<file path="src/rtl/mpu_macros_pkg.sv">
// rtl/mpu_macros_pkg.sv - shared MPU encodings, MAC addresses, sizes and frame constants
package mpu_macros_pkg;

    localparam int ACC_SIZE    = 24;
    localparam int MATRIX_SIZE = 10;

    localparam logic [47:0] MAC_HOST = 48'hDC0EA1F0573B;
    localparam logic [47:0] MAC_MPU  = 48'h5044332211EE;

    localparam logic [1:0] STREAM_NONE    = 2'd0;
    localparam logic [1:0] STREAM_DATA    = 2'd1;
    localparam logic [1:0] STREAM_ERR_DIM = 2'd2;
    localparam logic [1:0] STREAM_ERR_CMD = 2'd3;

    localparam logic [2:0] FRAME_NONE    = 3'b000;
    localparam logic [2:0] FRAME_DATA    = 3'b001;
    localparam logic [2:0] FRAME_ERR_CMD = 3'b010;
    localparam logic [2:0] FRAME_ERR_DIM = 3'b011;

    localparam int FRAME_HDR_LEN = 15;
    localparam int FRAME_MIN_LEN = 60;

    function automatic logic [2:0] stream_to_frame(input logic [1:0] stream_type);
        case (stream_type)
            STREAM_DATA:    return FRAME_DATA;
            STREAM_ERR_DIM: return FRAME_ERR_DIM;
            STREAM_ERR_CMD: return FRAME_ERR_CMD;
            default:        return FRAME_NONE;
        endcase
    endfunction

endpackage

</file>
<file path="src/rtl/mpu_tx_serializer.sv">
// rtl/mpu_tx_serializer.sv - result element to byte shift register, MSB byte first
module mpu_tx_serializer #(
    parameter int ACC_SIZE = 24
) (
    input  logic                clk,
    input  logic                rst,
    input  logic                fetch_en,
    input  logic                pop,
    input  logic                elem_valid,
    output logic                elem_ready,
    input  logic [ACC_SIZE-1:0] elem_data,
    output logic [7:0]          byte_data,
    output logic                byte_valid
);

    localparam int EL_BYTES = ACC_SIZE / 8;
    localparam int CW       = $clog2(EL_BYTES + 1);

    logic [ACC_SIZE-1:0] sr;
    logic [CW-1:0]       cnt;
    logic                empty;

    assign empty      = (cnt == '0);
    assign elem_ready = fetch_en && (empty || ((cnt == CW'(1)) && pop));
    // When empty, the incoming element's MSB bypasses the register so the stream has no gap.
    assign byte_valid = !empty || (fetch_en && elem_valid);
    assign byte_data  = empty ? elem_data[ACC_SIZE-1 -: 8] : sr[ACC_SIZE-1 -: 8];

    always_ff @(posedge clk) begin
        if (rst) begin
            sr  <= '0;
            cnt <= '0;
        end else if (elem_valid && elem_ready) begin
            if (empty && pop) begin
                sr  <= elem_data << 8;
                cnt <= CW'(EL_BYTES - 1);
            end else begin
                sr  <= elem_data;
                cnt <= CW'(EL_BYTES);
            end
        end else if (pop && !empty) begin
            sr  <= sr << 8;
            cnt <= cnt - CW'(1);
        end
    end

endmodule

</file>
<file path="src/rtl/mpu_frame_tx.sv">
// rtl/mpu_frame_tx.sv - MPU-to-host result frame transmitter; MPU_FRAME_PAD_EN pads frames to 60 bytes
module mpu_frame_tx #(
    parameter int          ACC_SIZE    = mpu_macros_pkg::ACC_SIZE,
    parameter int          MATRIX_SIZE = mpu_macros_pkg::MATRIX_SIZE,
    parameter logic [47:0] MAC_DST     = mpu_macros_pkg::MAC_HOST,
    parameter logic [47:0] MAC_SRC     = mpu_macros_pkg::MAC_MPU
) (
    input  logic                clk,
    input  logic                rst,
    input  logic                hdr_valid,
    output logic                hdr_ready,
    input  logic [1:0]          hdr_type,
    input  logic [7:0]          hdr_rows,
    input  logic [7:0]          hdr_cols,
    input  logic                elem_valid,
    output logic                elem_ready,
    input  logic [ACC_SIZE-1:0] elem_data,
    output logic [7:0]          tx_data,
    output logic                tx_valid,
    input  logic                tx_ready,
    output logic                tx_last,
    output logic                busy
);
    import mpu_macros_pkg::*;

    localparam int EL_BYTES = ACC_SIZE / 8;

    localparam logic [1:0] S_IDLE    = 2'd0;
    localparam logic [1:0] S_HEADER  = 2'd1;
    localparam logic [1:0] S_PAYLOAD = 2'd2;
`ifdef MPU_FRAME_PAD_EN
    localparam logic [1:0] S_PAD     = 2'd3;
`endif

    logic [1:0]   state;
    logic [15:0]  byte_cnt, data_len, frame_len;
    logic [2:0]   ftype;
    logic [7:0]   rows_q, cols_q, elem_cnt, elem_last;
    logic         elems_done, armed;

    logic         load, last_byte, hdr_accept, dims_ok, new_data;
    logic [2:0]   new_type;
    logic [15:0]  n_elems, new_len;
    logic [119:0] hdr_vec, hdr_shift;
    logic [7:0]   src_byte, ser_byte;
    logic         src_valid, ser_valid;

    assign load       = !tx_valid || tx_ready;
    assign last_byte  = (byte_cnt == frame_len - 16'd1);
    // armed keeps hdr_ready low in the cycles where reset is held.
    assign hdr_ready  = armed && (state == S_IDLE) && !tx_valid;
    assign hdr_accept = hdr_valid && hdr_ready;
    assign busy       = (state != S_IDLE) || tx_valid;

    assign dims_ok  = (hdr_rows != 8'd0) && (hdr_rows <= 8'(MATRIX_SIZE)) &&
                      (hdr_cols != 8'd0) && (hdr_cols <= 8'(MATRIX_SIZE));
    assign new_type = (stream_to_frame(hdr_type) == FRAME_DATA && !dims_ok) ? FRAME_ERR_DIM
                                                                           : stream_to_frame(hdr_type);
    assign new_data = (new_type == FRAME_DATA);
    assign n_elems  = 16'(hdr_rows) * 16'(hdr_cols);
    assign new_len  = 16'(FRAME_HDR_LEN) + (new_data ? n_elems * 16'(EL_BYTES) : 16'd0);

    assign hdr_vec   = {MAC_DST, MAC_SRC, 5'b00000, ftype, rows_q, cols_q};
    assign hdr_shift = hdr_vec << {byte_cnt[3:0], 3'b000};

    always_comb begin
        src_valid = 1'b0;
        src_byte  = 8'h00;
        case (state)
            S_HEADER: begin
                src_valid = 1'b1;
                src_byte  = hdr_shift[119:112];
            end
            S_PAYLOAD: begin
                src_valid = ser_valid;
                src_byte  = ser_byte;
            end
`ifdef MPU_FRAME_PAD_EN
            S_PAD: src_valid = 1'b1;
`endif
            default: ;
        endcase
    end

    mpu_tx_serializer #(.ACC_SIZE(ACC_SIZE)) u_ser (
        .clk        (clk),
        .rst        (rst),
        .fetch_en   ((state == S_PAYLOAD) && !elems_done),
        .pop        ((state == S_PAYLOAD) && load),
        .elem_valid (elem_valid),
        .elem_ready (elem_ready),
        .elem_data  (elem_data),
        .byte_data  (ser_byte),
        .byte_valid (ser_valid)
    );

`ifndef MPU_FRAME_PAD_EN
    assign frame_len = data_len;
`endif

    always_ff @(posedge clk) begin
        if (rst) begin
            state      <= S_IDLE;
            byte_cnt   <= '0;
            data_len   <= '0;
            ftype      <= '0;
            rows_q     <= '0;
            cols_q     <= '0;
            elem_cnt   <= '0;
            elem_last  <= '0;
            elems_done <= 1'b0;
            armed      <= 1'b0;
            tx_valid   <= 1'b0;
            tx_data    <= '0;
            tx_last    <= 1'b0;
`ifdef MPU_FRAME_PAD_EN
            frame_len  <= '0;
`endif
        end else begin
            armed <= 1'b1;
            if (elem_valid && elem_ready) begin
                if (elem_cnt == elem_last) elems_done <= 1'b1;
                else                       elem_cnt   <= elem_cnt + 8'd1;
            end
            if (load) begin
                if (src_valid) begin
                    tx_data  <= src_byte;
                    tx_valid <= 1'b1;
                    tx_last  <= last_byte;
                    byte_cnt <= byte_cnt + 16'd1;
                end else begin
                    tx_valid <= 1'b0;
                    tx_last  <= 1'b0;
                end
            end
            if (load && src_valid) begin
                if (last_byte) begin
                    state <= S_IDLE;
                end else if (state == S_HEADER && byte_cnt == 16'(FRAME_HDR_LEN - 1)) begin
`ifdef MPU_FRAME_PAD_EN
                    state <= (ftype == FRAME_DATA) ? S_PAYLOAD : S_PAD;
                end else if (state == S_PAYLOAD && byte_cnt == data_len - 16'd1) begin
                    state <= S_PAD;
`else
                    state <= S_PAYLOAD;
`endif
                end
            end
            if (hdr_accept && hdr_type != STREAM_NONE) begin
                ftype      <= new_type;
                rows_q     <= new_data ? hdr_rows : 8'd0;
                cols_q     <= new_data ? hdr_cols : 8'd0;
                data_len   <= new_len;
`ifdef MPU_FRAME_PAD_EN
                frame_len  <= (new_len < 16'(FRAME_MIN_LEN)) ? 16'(FRAME_MIN_LEN) : new_len;
`endif
                elem_last  <= 8'(n_elems - 16'd1);
                elem_cnt   <= '0;
                elems_done <= 1'b0;
                byte_cnt   <= '0;
                state      <= S_HEADER;
            end
        end
    end

endmodule

</file>
<file path="config.mk">
export PLATFORM = sky130hd
export DESIGN_NAME = mpu_frame_tx
export DESIGN_NICKNAME = d
export VERILOG_FILES = /design/src/rtl/mpu_macros_pkg.sv /design/src/rtl/mpu_tx_serializer.sv /design/src/rtl/mpu_frame_tx.sv
export SDC_FILE = /design/constraint.sdc
export NUM_CORES = 1
export LEC_CHECK = 0
export CAP_MARGIN = 20
export CORE_MARGIN = 10
export CORE_UTILIZATION = 25
export CTS_CLUSTER_SIZE = 30
export DETAILED_ROUTE_END_ITERATION = 10
export PLACE_DENSITY_LB_ADDON = 0.08
export SLEW_MARGIN = 5
export SYNTH_ARGS = -nofsm -noshare
export SYNTH_HDL_FRONTEND = slang
export SYNTH_SLANG_ARGS = --single-unit
</file>
<file path="constraint.sdc">
create_clock -name clk -period 8.8 [get_ports clk]
set_input_delay 1.76 -clock clk [delete_from_list [all_inputs] [get_ports clk]]
set_output_delay 1.76 -clock clk [all_outputs]
set_load 0.01 [all_outputs]
</file>
Yosys cells after proc, flatten, opt, wreduce, memory -nomap -nowiden

Cells that the tools add are included.

Eq/ne operators: 11
Reductions and logical operators: 42
Divide/modulo/power cells: 0
Muxes and demuxes: 21
Order comparisons: 2
Shift operators: 1
$mul: 2
Bitwise gates (word level): 1
$add $sub $neg: 6

Operator list:

| kind                                                                  | number |
|---|---|
| 120-bit by 7-bit left shift with 120-bit output                       | 1 |
| 24-bit two-way mux                                                    | 3 |
| 8-bit two-way mux                                                     | 3 |
| 1-bit logical AND                                                     | 18 |
| 16-bit by 1-bit adder with 16-bit output, second input constant       | 1 |
| 4-bit by 16-bit adder with 16-bit output, first input constant        | 1 |
| 16-bit == test                                                        | 1 |
| 16-bit by 4-bit == test with 1-bit output, second input constant      | 1 |
| 8-bit by 4-bit <= comparator with 1-bit output, second input constant | 2 |
| 16-bit by 2-bit multiplier with 16-bit output, second input constant  | 1 |
| 8-bit by 8-bit multiplier with 16-bit output                          | 1 |
| 16-bit two-way mux                                                    | 1 |
| 8-bit one-hot mux with 2 select lines                                 | 1 |
| 8-bit nonzero test                                                    | 2 |
| 16-bit by 1-bit subtractor with 16-bit output, second input constant  | 1 |
| 2-bit AND reduction                                                   | 5 |
| 2-bit nonzero test                                                    | 5 |
| 8-bit by 1-bit adder with 8-bit output, second input constant         | 1 |
| 8-bit == test                                                         | 1 |
| 2-bit two-way mux                                                     | 4 |
| 8-bit by 1-bit subtractor with 8-bit output, second input constant    | 1 |
| 2-bit by 1-bit == test with 1-bit output, second input constant       | 3 |
| 2-bit == test, second input constant                                  | 3 |
| 3-bit by 1-bit == test with 1-bit output, second input constant       | 2 |
| other kinds (11)                                                      | 23 |

Bits in read-only memories: 0
Memories kept: 0
Bits in writable memories: 0
Bits in latches: 0
Input bits: 47
Flip-flop bits (word level): 107

Logic depth before layout (Yosys ltp)

Depth in word-level cells: 10
Depth in mapped cells: 25

Cells and area by module

A second synthesis with hierarchy kept.

Cell total of the unflattened synthesis: 1096
Area, all modules: 8888.5 µm²

By module, submodules not included:

| module            | instances | area each (µm²) | cells each |
|---|---|---|---|
| mpu_frame_tx      | 1         | 7312.0          | 894 |
| mpu_tx_serializer | 1         | 1576.5          | 202 |

Worst setup path before layout

OpenSTA, ideal clock, no wires.

Path type: input to register
From: input hdr_rows[0]
To: register data_len[14]
Path slack: 1.669 ns
Stages on the path: 21
Arrival time: 6.996 ns
Cells stage by stage: clkbuf_1 -> nand2_1 -> fa_1 -> fa_1 -> inv_1 -> fa_1 -> inv_1 -> fa_1 -> inv_1 -> ha_1 -> xnor2_1 -> ha_1 -> a211o_1 -> a211o_1 -> a41oi_2 -> xor2_1 -> nor4_4 -> nand3b_1 -> nor3_1 -> xor2_1 -> a211oi_2

Word-level cells in the longest chain between the ends: 10
Elaborated cells on any way between the ends: 13
Those cells by class: add/sub: 1; mul: 2; order compare: 1; eq/ne: 1; mux: 2; reduce/logical: 6

RTL lines:

| what                                                                                                 | RTL line            | RTL |
|---|---|---|
| from (decl)                                                                                          | mpu_frame_tx.sv:13  | `input logic [7:0] hdr_rows,` |
| parallel branches: the longest is 8 deep, another holds 8-bit by 8-bit multiplier with 16-bit output | n/a                 |  |
| 16-bit two-way mux *                                                                                 | mpu_frame_tx.sv:61  | `assign new_len = 16'(FRAME_HDR_LEN) + (new_data ? n_elems * 16'(EL_BYTES) : 16'd0);` |
| 4-bit by 16-bit adder with 16-bit output *                                                           | mpu_frame_tx.sv:61  |  |
| to (signal assigned)                                                                                 | mpu_frame_tx.sv:153 | `data_len <= new_len;` |
| to (decl)                                                                                            | mpu_frame_tx.sv:36  | `logic [15:0] byte_cnt, data_len, frame_len;` |

Mark *: on every way between the ends.
A chain may end at the register's enable or synchronous reset.

Worst setup path in the final report

From: input hdr_rows[1]
To: register data_len[14]

The elaborated chain is that of the path after synthesis.

==> results_dict.tcl <==
set metrics [dict create \
    hold_path.class "flip-flop to flip-flop" \
    crit_slowest_cell "clkdlybuf4s50_1" \
    cts_sinks 106 \
    post-cts-setup-buffers 0 \
    rsz0062_at_grt "no" \
    timing.fmax_mhz 129 \
    cp.required_ps 9020 \
    grt_max_degree 64 \
    finalSetupViolations 0 \
    rr_endpoint "state[0]" \
    sw_frac_of_total_pct 48.2 \
    ys_seq_area_share_pct 23.9 \
    synth_top_cell_by_area "dfxtp_1" \
    avgRoutedWirePerCell_um 16.1 \
    ant_nets 0 \
    h-tree-depth 3 \
    sequentialPowerShare_pct 17.9 \
    clk_latency_ps 370 \
    post_synth.cell_area_avg_sq_um 8.40 \
    ctsHoldBuffers 0 \
    syn2layout_area_growth_pct 14.5 \
    place_ws_ps 596 \
    cp_cell_sequence "clkdlybuf4s50_1 > nand2_1 > fa_1 > fa_1 > inv_1 > fa_1 > inv_1 > fa_1 > inv_1 > ha_1 > xnor2_1 > ha_1 > a211o_1 > a211o_1 > a41oi_2 > xor2_1 > nor4_4 > nand3b_1 > nor3_1 > xor2_1 > a211oi_2" \
    gp_congestion 0.754 \
    worstHoldStart "tx_last" \
    p_comb_share_pct 68.0 \
    grt_usage_pct 11.2 \
    slowest_delay_ps 720 \
    ys.flop_type "dfxtp_1" \
    syn_area_sq_mm 0.00888 \
    postLayoutCoreUtil_pct 29.2 \
    r2r_start "state[0]" \
    grt_pass1_vias 7079 \
    drv_cap 0 \
    hold_depth 2 \
    cts-root-buf "clkbuf_16" \
    row_count 68 \
    yosys_warnings 0 \
    io_pins 60 \
    port_buffers 59 \
    final_cells 1535 \
    slew_viol_final 0 \
    yosysUniqueCellTypes 74 \
    worstMarginPinSlew_ps 1030 \
    worst_r2r_path_depth 10 \
    p_switching_w 0.00138 \
    synthArstFlopShare_pct 0 \
    powerDensity_mw_per_mm2 282 \
    syn_nets 1217 \
    post_drt_via_cell_ratio 4.72 \
    vias 7240 \
    coreArea_sq_mm 0.0348 \
    die_h_um 208 \
    period_share_pct 88.0 \
    drc 0 \
    status "finished, final reports clean" \
    grt-ovfl-total 0 \
    synth_edf_count 0 \
    fin_nets 1235 \
    arrival_ps 7960 \
    antenna_found_initial 0 \
    detail_route.iter0.violations 318 \
    p_leak_nw 3.91 \
    crit_top_cell "fa_1" \
    fin_ws_ps 1060 \
    path_clk_slew_ps 80 \
    final-hold-violation-count 0 \
    synthTopCellsByArea "dfxtp_1 24%, ha_1 11%, fa_1 8.3%" \
    synth-seq-cells 106 \
    crit_path_end_kind "flip-flop" \
    final.min_clock_period_ps 7740 \
    dp_cells 1519 \
    clockBufferDepth 2 \
    nFillCells 3747 \
    die_area_sq_mm 0.0434 \
    cp-start-kind "input port" \
    numCtsBuffers 9 \
    clkPwrFrac_pct 14.0 \
    yosysTopAreaCellShare_pct 23.9 \
    min_to "tx_last" \
    grt_pass1_wl_um 40100 \
    relSlewSlack_pct 31.5 \
    routed_wl_um 24600 \
    cts_resized 0 \
    regArea_sq_mm 0.00212 \
    hpwlAfterDp_um 19100 \
    critical_path_class "input port to flip-flop" \
    finalClockSkew_ps 12.7 \
    cts_tree "built" \
    detail_route.first_pass.iterations 4 \
    netlist_instances 1057 \
    p_int_w 0.00148 \
    vdd_ir_drop_max_mv 0.281 \
    cp_max_fo 11 \
    fin_tns_setup_ps 0 \
    reg2reg_slack_ps 5400 \
    die_w_um 208 \
    antenna_cells 0 \
    multi_input_area_sq_mm 0.00622 \
    initial_core_util_pct 25.5 \
    drive_gt1_share_pct 5.56 \
]
-- placed cells by master, fill, tap and decap left out, drive strengths merged, types with 37 or more instances in the layout --
cell / count
a211oi: 44
a21oi: 59
and2: 56
clkdlybuf4s50: 58
dfxtp: 106
fa: 37
ha: 76
inv: 85
nand2: 62
nor2: 124
xnor2: 55
-- cells by family after synthesis --
logic type	after synthesis	synth area share, %
simple gates	347	20.0
buf+inv	145	6.26
fa+ha+maj	113	19.1
flops	106	23.9
mux	32	3.88
compound gates	230	18.4
xor+xnor	84	8.44
-- cell type report --
class	instances	area share (%)
Clock buffer	10	2.25
Inverter	83	3.07
Tap cell	455	5.60
Multi-Input combinational cell	806	61.2
Sequential cell	106	20.9
Timing Repair Buffer	69	6.50
Clock inverter	6	0.493
-- worst max-delay path by stage --
stage           startpoint      endpoint  slack [ps]  cells after the start
2_1_floorplan  hdr_rows[0]  data_len[14]        1670                     21
3_3_place_gp   hdr_rows[1]  data_len[14]         690                     21
3_5_place_dp   hdr_rows[1]  data_len[15]         600                     21
4_1_cts        hdr_rows[1]  data_len[15]         970                     21
5_1_grt        hdr_rows[1]  data_len[15]         630                     21
6_report       hdr_rows[1]  data_len[14]        1060                     21
-- power groups by stage --
stage / sequential (W) / clock [W] / combinational [W]
finish: 0.000514 / 0.000402 / 0.00195
global route: 0.000516 / 0.000436 / 0.00220
CTS: 0.000514 / 0.000419 / 0.00198
detailed placement: 0.000526 / 0 / 0.00197
global placement: 0.000526 / 0 / 0.00199
floorplan: 0.000518 / 0 / 0.00154
-- synthesized netlist by cell type (all sizes together) (22+ instances only) --
cell type,number
nor2,124
nand2,62
xnor2,55
fa,37
a211oi,44
o21ai,24
and2,56
a21oi,59
mux2i,22
dfxtp,106
inv,83
clkbuf,55
xor2,28
ha,76
-- through the flow --
| step | power (W) | hold WS [ps] | cell area (sq um) |
|---|---|---|---|
| 3_5_place_dp | 0.00249 | 448 | 9880 |
| 2_1_floorplan | 0.00206 | 436 | 8880 |
| 5_1_grt | 0.00315 | 484 | 10200 |
| 6_report | 0.00286 | 462 | 10200 |
| 4_1_cts | 0.00291 | 462 | 10200 |
| 3_3_place_gp | 0.00252 | 447 | 9880 |
-- registers in the layout, indices dropped and copies added (netlist names), 8 cells and up --
register	count
rows_q	8
elem_cnt	8
data_len	16
cols_q	8
tx_data	8
u_ser.sr	24
byte_cnt	16
elem_last	8
-- layer usage --
layer  track usage (%)  routed length (um)  up-vias
met5                 0                   0        -
met4              2.74                 259        0
met3              1.51                 520       13
met2              17.8               11200       90
met1              15.5               12700     3428
li1                  -                   -     3709
-- worst max-delay path, delay by kind of cell --
kind,cells,cell delay [ps]
compound gates,4,920
xor+xnor,3,770
fa+ha+maj,6,2820
buf+inv,4,870
simple gates,4,800
(Power assumes the default switching activity.)
